$ cat src/rtl/mem_2r2w_arb.sv
// mem_2r2w_arb: round-robin arbiter sharing one 2R2W memory among NC clients.
// Optional same-address write deferral: define MEM_2R2W_ARB_WW_COLLIDE_EN.
module mem_2r2w_arb #(
  parameter int NC      = 4,
  parameter int AW      = 10,
  parameter int DW      = 32,
  parameter int WORDS   = 1024,
  parameter int LATENCY = 2
) (
  input  logic             clk,
  input  logic             rst,
  input  logic [NC-1:0]    req_vld,
  input  logic [NC-1:0]    req_wr,
  input  logic [NC*AW-1:0] req_addr,
  input  logic [NC*DW-1:0] req_din,
  input  logic [NC*DW-1:0] req_bw,
  output logic [NC-1:0]    req_rdy,
  output logic [NC-1:0]    rsp_vld,
  output logic [NC*DW-1:0] rsp_data,
  output logic             m_read_0,
  output logic             m_read_1,
  output logic [AW-1:0]    m_addr_0,
  output logic [AW-1:0]    m_addr_1,
  input  logic [DW-1:0]    m_dout_0,
  input  logic [DW-1:0]    m_dout_1,
  output logic             m_write_2,
  output logic             m_write_3,
  output logic [AW-1:0]    m_addr_2,
  output logic [AW-1:0]    m_addr_3,
  output logic [DW-1:0]    m_bw_2,
  output logic [DW-1:0]    m_bw_3,
  output logic [DW-1:0]    m_din_2,
  output logic [DW-1:0]    m_din_3,
  output logic             err_addr
);

  localparam int PW = (NC > 1) ? $clog2(NC) : 1;

  logic [AW-1:0] ra [NC];
  logic [DW-1:0] wd [NC];
  logic [DW-1:0] wb [NC];
  logic [DW-1:0] rdat [NC];

  logic [NC-1:0] in_rng;
  logic [NC-1:0] rd_elig, wr_elig;
  logic [NC-1:0] rd_gnt, wr_gnt;

  logic [PW-1:0] rd_ptr, wr_ptr;
  logic [PW-1:0] rd_c0, rd_c1, wr_c0, wr_c1;
  logic [PW-1:0] rc, wc;
  logic          rd_g0, rd_g1, wr_g0, wr_g1;

  logic [LATENCY-1:0] t0_v, t1_v;
  logic [PW-1:0]      t0_id [LATENCY];
  logic [PW-1:0]      t1_id [LATENCY];

  for (genvar g = 0; g < NC; g++) begin : g_cli
    assign ra[g] = req_addr[g*AW +: AW];
    assign wd[g] = req_din[g*DW +: DW];
    assign wb[g] = req_bw[g*DW +: DW];
    assign rsp_data[g*DW +: DW] = rdat[g];
    if (64'(WORDS) < (64'd1 << AW)) begin : g_chk
      assign in_rng[g] = ra[g] < AW'(WORDS);
    end else begin : g_all
      assign in_rng[g] = 1'b1;
    end
  end

  // (p + i) mod NC without a divider
  function automatic logic [PW-1:0] wrap(
    input logic [PW-1:0] p,
    input int            i
  );
    logic [PW:0] s;
    s = {1'b0, p} + (PW+1)'(i);
    if (s >= (PW+1)'(NC)) s = s - (PW+1)'(NC);
    return s[PW-1:0];
  endfunction

  assign rd_elig = req_vld & ~req_wr & in_rng & {NC{rst}};
  assign wr_elig = req_vld &  req_wr & in_rng & {NC{rst}};
  assign req_rdy = rd_gnt | wr_gnt;

  always_comb begin
    rd_gnt = '0;
    rd_g0  = 1'b0;
    rd_g1  = 1'b0;
    rd_c0  = '0;
    rd_c1  = '0;
    rc     = '0;
    for (int i = 0; i < NC; i++) begin
      rc = wrap(rd_ptr, i);
      if (rd_elig[rc] && !rd_g0) begin
        rd_g0      = 1'b1;
        rd_c0      = rc;
        rd_gnt[rc] = 1'b1;
      end else if (rd_elig[rc] && !rd_g1) begin
        rd_g1      = 1'b1;
        rd_c1      = rc;
        rd_gnt[rc] = 1'b1;
      end
    end
  end

  always_comb begin
    wr_gnt = '0;
    wr_g0  = 1'b0;
    wr_g1  = 1'b0;
    wr_c0  = '0;
    wr_c1  = '0;
    wc     = '0;
    for (int i = 0; i < NC; i++) begin
      wc = wrap(wr_ptr, i);
      if (wr_elig[wc] && !wr_g0) begin
        wr_g0      = 1'b1;
        wr_c0      = wc;
        wr_gnt[wc] = 1'b1;
`ifdef MEM_2R2W_ARB_WW_COLLIDE_EN
      end else if (wr_elig[wc] && !wr_g1 &&
                   ra[wc] != ra[wr_c0]) begin
`else
      end else if (wr_elig[wc] && !wr_g1) begin
`endif
        wr_g1      = 1'b1;
        wr_c1      = wc;
        wr_gnt[wc] = 1'b1;
      end
    end
  end

  always_ff @(posedge clk) begin
    if (!rst) begin
      rd_ptr    <= '0;
      wr_ptr    <= '0;
      m_read_0  <= 1'b0;
      m_read_1  <= 1'b0;
      m_write_2 <= 1'b0;
      m_write_3 <= 1'b0;
      m_addr_0  <= '0;
      m_addr_1  <= '0;
      m_addr_2  <= '0;
      m_addr_3  <= '0;
      m_bw_2    <= '0;
      m_bw_3    <= '0;
      m_din_2   <= '0;
      m_din_3   <= '0;
      err_addr  <= 1'b0;
      rsp_vld   <= '0;
      t0_v      <= '0;
      t1_v      <= '0;
      for (int s = 0; s < LATENCY; s++) begin
        t0_id[s] <= '0;
        t1_id[s] <= '0;
      end
      for (int c = 0; c < NC; c++) rdat[c] <= '0;
    end else begin
      if (rd_g1)      rd_ptr <= wrap(rd_c1, 1);
      else if (rd_g0) rd_ptr <= wrap(rd_c0, 1);
      if (wr_g1)      wr_ptr <= wrap(wr_c1, 1);
      else if (wr_g0) wr_ptr <= wrap(wr_c0, 1);

      m_read_0  <= rd_g0;
      m_read_1  <= rd_g1;
      m_write_2 <= wr_g0;
      m_write_3 <= wr_g1;
      if (rd_g0) m_addr_0 <= ra[rd_c0];
      if (rd_g1) m_addr_1 <= ra[rd_c1];
      if (wr_g0) begin
        m_addr_2 <= ra[wr_c0];
        m_bw_2   <= wb[wr_c0];
        m_din_2  <= wd[wr_c0];
      end
      if (wr_g1) begin
        m_addr_3 <= ra[wr_c1];
        m_bw_3   <= wb[wr_c1];
        m_din_3  <= wd[wr_c1];
      end

      if (|(req_vld & ~in_rng)) err_addr <= 1'b1;

      // tag stage 0 runs alongside the strobe; rsp regs are the last stage
      t0_v[0]  <= rd_g0;
      t1_v[0]  <= rd_g1;
      t0_id[0] <= rd_c0;
      t1_id[0] <= rd_c1;
      for (int s = 1; s < LATENCY; s++) begin
        t0_v[s]  <= t0_v[s-1];
        t1_v[s]  <= t1_v[s-1];
        t0_id[s] <= t0_id[s-1];
        t1_id[s] <= t1_id[s-1];
      end

      rsp_vld <= '0;
      for (int c = 0; c < NC; c++) begin
        if (t0_v[LATENCY-1] && t0_id[LATENCY-1] == PW'(c)) begin
          rsp_vld[c] <= 1'b1;
          rdat[c]    <= m_dout_0;
        end
        if (t1_v[LATENCY-1] && t1_id[LATENCY-1] == PW'(c)) begin
          rsp_vld[c] <= 1'b1;
          rdat[c]    <= m_dout_1;
        end
      end
    end
  end

endmodule

$ cat config.mk
export PLATFORM = sky130hd
export DESIGN_NAME = mem_2r2w_arb
export DESIGN_NICKNAME = d
export VERILOG_FILES = /design/src/rtl/mem_2r2w_arb.sv
export SDC_FILE = /design/constraint.sdc
export NUM_CORES = 1
export LEC_CHECK = 0
export CAP_MARGIN = 20
export CORE_AREA = 3 3 260 262
export DETAILED_ROUTE_END_ITERATION = 8
export DIE_AREA = 0 0 263 265
export HOLD_SLACK_MARGIN = 0.02
export SYNTH_ARGS = -nofsm -noshare
export SYNTH_HDL_FRONTEND = slang
export SYNTH_SLANG_ARGS = --single-unit
$ cat constraint.sdc
create_clock -name clk -period 5.15 [get_ports clk]
set_clock_uncertainty 0.2 [all_clocks]
set_input_delay 0.7725 -clock clk [delete_from_list [all_inputs] [get_ports clk]]
set_output_delay 0.7725 -clock clk [all_outputs]
set_load 0.03 [all_outputs]
==> results.md <==
- Critical Path Sink: req_rdy[0]
- Total grt overflow: 0
- Number of max-cap violations: 0
- Worst r2r dst: m_din_3[27]
- CTS buffer count: 38
- Final Hold Vio Count: 0
- Startpoint types: input pin
- EDFF count, synth: 128
- CP required: 4.18 ns
- Worst setup startpoint: req_vld[1]
- Clk root buf: clkbuf_16
- Max FO, Critical Path: 8
- Max IR drop VDD: 0.314 mV
- Yosys warning total: 0
- Util after Layout: 0.401
- PD cells: 442 nW/um^2
- DRT antenna net count: 0
- Row Count: 94
- Die width: 263 um
- Number of post-CTS setup repair buffers: 0
- Top-count cell post-synth: nand2_1
- Initial antenna violation count: 37
- I/O Buffers: 677
- Initial core utilization: 0.263
- Distinct cells, synth: 65
- Worst reg-to-reg path cell count: 11
- Post-synth top cells: nand2_1 (298), mux2i_1 (260), dfxtp_1 (190)
- # nets final: around 2800
- Die H: 265 um
- Reg2Reg Setup Slack: 1.25 ns
- Syn Area/Cell: 9.70 um^2
- Post-synthesis sequential area ratio: 0.443
- Critical-path cell list: clkdlybuf4s50_1 > nand2_1 > mux4_2 > nor2_4 > nand2_1 > a31o_2 > nand2_1 > o2111ai_1 > a221o_1 > clkdlybuf4s50_1
- Critical Path AT: 3.80 ns
- Synth-to-Final Area Change: 52.5%
- Post-Route WL: 84700 um
- Status: completed
- Drt first pass iters: 5
- Mapped Cells: around 1800
- Maximum clock rate: 210 MHz
- Clock H-tree levels: 2
- Drt wl/cell: about 26 um
- Period utilization: 0.926
- Worst-path clk slew: approximately 0.060 ns
- Slew Limit Headroom: 0.309
- Minimum clock period: 4.77 ns
- IO Count: 679
- Largest net degree at the start of global routing: 77
- Mapped cell area: 17300 um^2
- Critical path's slowest cell: clkdlybuf4s50_1
- Leakage: 0.0104 uW
- Fraction of layout cells with a size suffix above 1: 0.0637
- Via count: 17600
- 1st-iter DRT viols: 1423
- Core area: 65600 um^2
- Final setup violation count: 0
- Hold WC Path Type: register to register
- Hold Buf Count CTS: 0
- Ys async rst share: 0
- Clock tree from TritonCTS: yes
- FF+latch count, synth: 318
- Family with the most delay on the worst path: buffers and inverters
- # resized after CTS: 0
- Crit Path Category: input pin to output port
- # DRC: 0
- R2R Path Start: wr_ptr[1]
- Biggest area consumer among synthesized cells: edfxtp_1
- Clock sink total: 318
- Finished Layout Cells: 3304
- Worst Path Buf+Inv: 2
- Post-DP HPWL: 60700 um
- Final slew viol count: 0
- Die area: roughly 70000 um^2
- Largest cells by area after synthesis: edfxtp_1 (22%), dfxtp_1 (22%), mux2i_1 (15%), nand2_1 (6.5%), a21oi_1 (4.4%)
- Crit. End Element: output port
- Syn_nets: 2164
- First-pass GRT wire length: 122000 um
- Least-Margin Pin Slew: just over 1 ns
- Vias in the first global route: around 18000
- Total track usage: 0.231
- Clock Latency Late Sink: approximately 0.55 ns
- RSZ-0062 raised after global routing: false
- Leading register cell type out of synthesis: dfxtp_1
- DR vias/cell: 5.32
- Fillers: 6340
- Max incr delay on CP: 0.59 ns
- Setup TNS: 0 ns
- Final Wtd Congestion: 0.914
- Most common cell on crit path: nand2_1
- Number of cells on the critical path: 10
- Top-area cell type share of the netlist area: 0.223
- Clock Path Buffers: 3
- Cells after DPL: 3210
stage by stage:
stage	setup slack, ns	area (um^2)	hold WS, ns	total power (uW)
5_1_grt	0.170	26300	0.239	12100
3_5_place_dp	0.410	25000	0.218	8980
3_3_place_gp	0.443	25000	0.216	8950
2_1_floorplan	1.60	17300	0.212	6570
4_1_cts	0.333	26200	0.231	11700
6_report	0.380	26300	0.231	11600
power by group:
part           leakage (uW)  switching [uW]  internal, uW  total (uW)
Sequential          0.00290             312          3180        3490
Combinational       0.00687            3230          2220        5450
Clock              0.000584            1160          1530        2690
worst reg2reg max path, stage by stage, from the launching register on:
cell,delay [ns]
dfxtp_1,0.56
inv_1,0.11
ha_1,0.44
mux4_2,0.38
nor2_4,0.23
mux2i_1,0.38
mux2i_4,0.31
buf_12,0.29
buf_12,0.33
nor2b_1,0.07
a211oi_1,0.34
nor3_1,0.11
cell type report:
cell class                      instances  area (um^2)  area share
Timing Repair Buffer                  724         7300       0.278
Clock buffer                           56         1100      0.0418
Multi-Input combinational cell       1285         8940       0.340
Sequential cell                       318         7650       0.291
Tap cell                              864         1080      0.0411
Inverter                               21         78.8     0.00300
Antenna cell                           23         57.6     0.00219
Clock inverter                         13         98.8     0.00376
placed cells by master (no fill, tap or decap), types with 45 or more instances in the layout:
cell             count
mux2i_1            259
nand2_1            294
nor2b_1             69
a211oi_1            72
o22ai_1             45
a21oi_1            148
clkdlybuf4s50_1    676
o221ai_1            76
dfxtp_1            190
edfxtp_1           128
metal layers:
metal / part of all wire / up-vias / GRT usage
li1: - / 7904 / -
met2: 0.49 / 905 / 0.394
met3: 0.091 / 170 / 0.0743
met5: 0.0011 / - / 0
met1: 0.37 / 8580 / 0.260
met4: 0.043 / 12 / 0.113
how the worst min path moves through the flow:
stage | start | endpoint | cells after the start
3_5_place_dp | t1_id[0][1] | t1_id[0][3] | 1
3_3_place_gp | t1_id[0][0] | t1_id[0][2] | 1
5_1_grt | t0_id[0][0] | t0_id[0][2] | 1
4_1_cts | t1_id[0][1] | t1_id[0][3] | 1
6_report | t1_id[0][1] | t1_id[0][3] | 1
2_1_floorplan | t0_id[0][0] | t0_id[0][2] | 1
cell families (layout without fill, tap and decap cells):
group                      Yosys count  after routing  share of synthesized area
xor gates and xnor gates             6              6                    0.00305
and+or+nand+nor                    489            489                      0.128
adders and majority gates           16             16                     0.0116
DFF                                318            318                      0.443
buffers and inverters              175            814                     0.0469
other                                1             24                   0.000217
AOI/OAI and AO/OA                  492            492                      0.202
muxes                              281            281                      0.165
registers in the layout, indices dropped and copies added, names as in the netlist:
| name | cells |
|---|---|
| t1_v | 2 |
| t0_id | 4 |
| m_addr_2 | 10 |
| wr_ptr | 2 |
| t1_id | 4 |
| m_write_3 | 1 |
| m_addr_1 | 10 |
| m_din_3 | 32 |
| m_addr_0 | 10 |
| rdat | 128 |
| m_bw_2 | 32 |
| m_din_2 | 32 |
| m_bw_3 | 32 |
| m_addr_3 | 10 |
| rd_ptr | 2 |
| rsp_vld | 4 |
| t0_v | 2 |
| m_write_2 | 1 |
(Power assumes the default switching activity.)
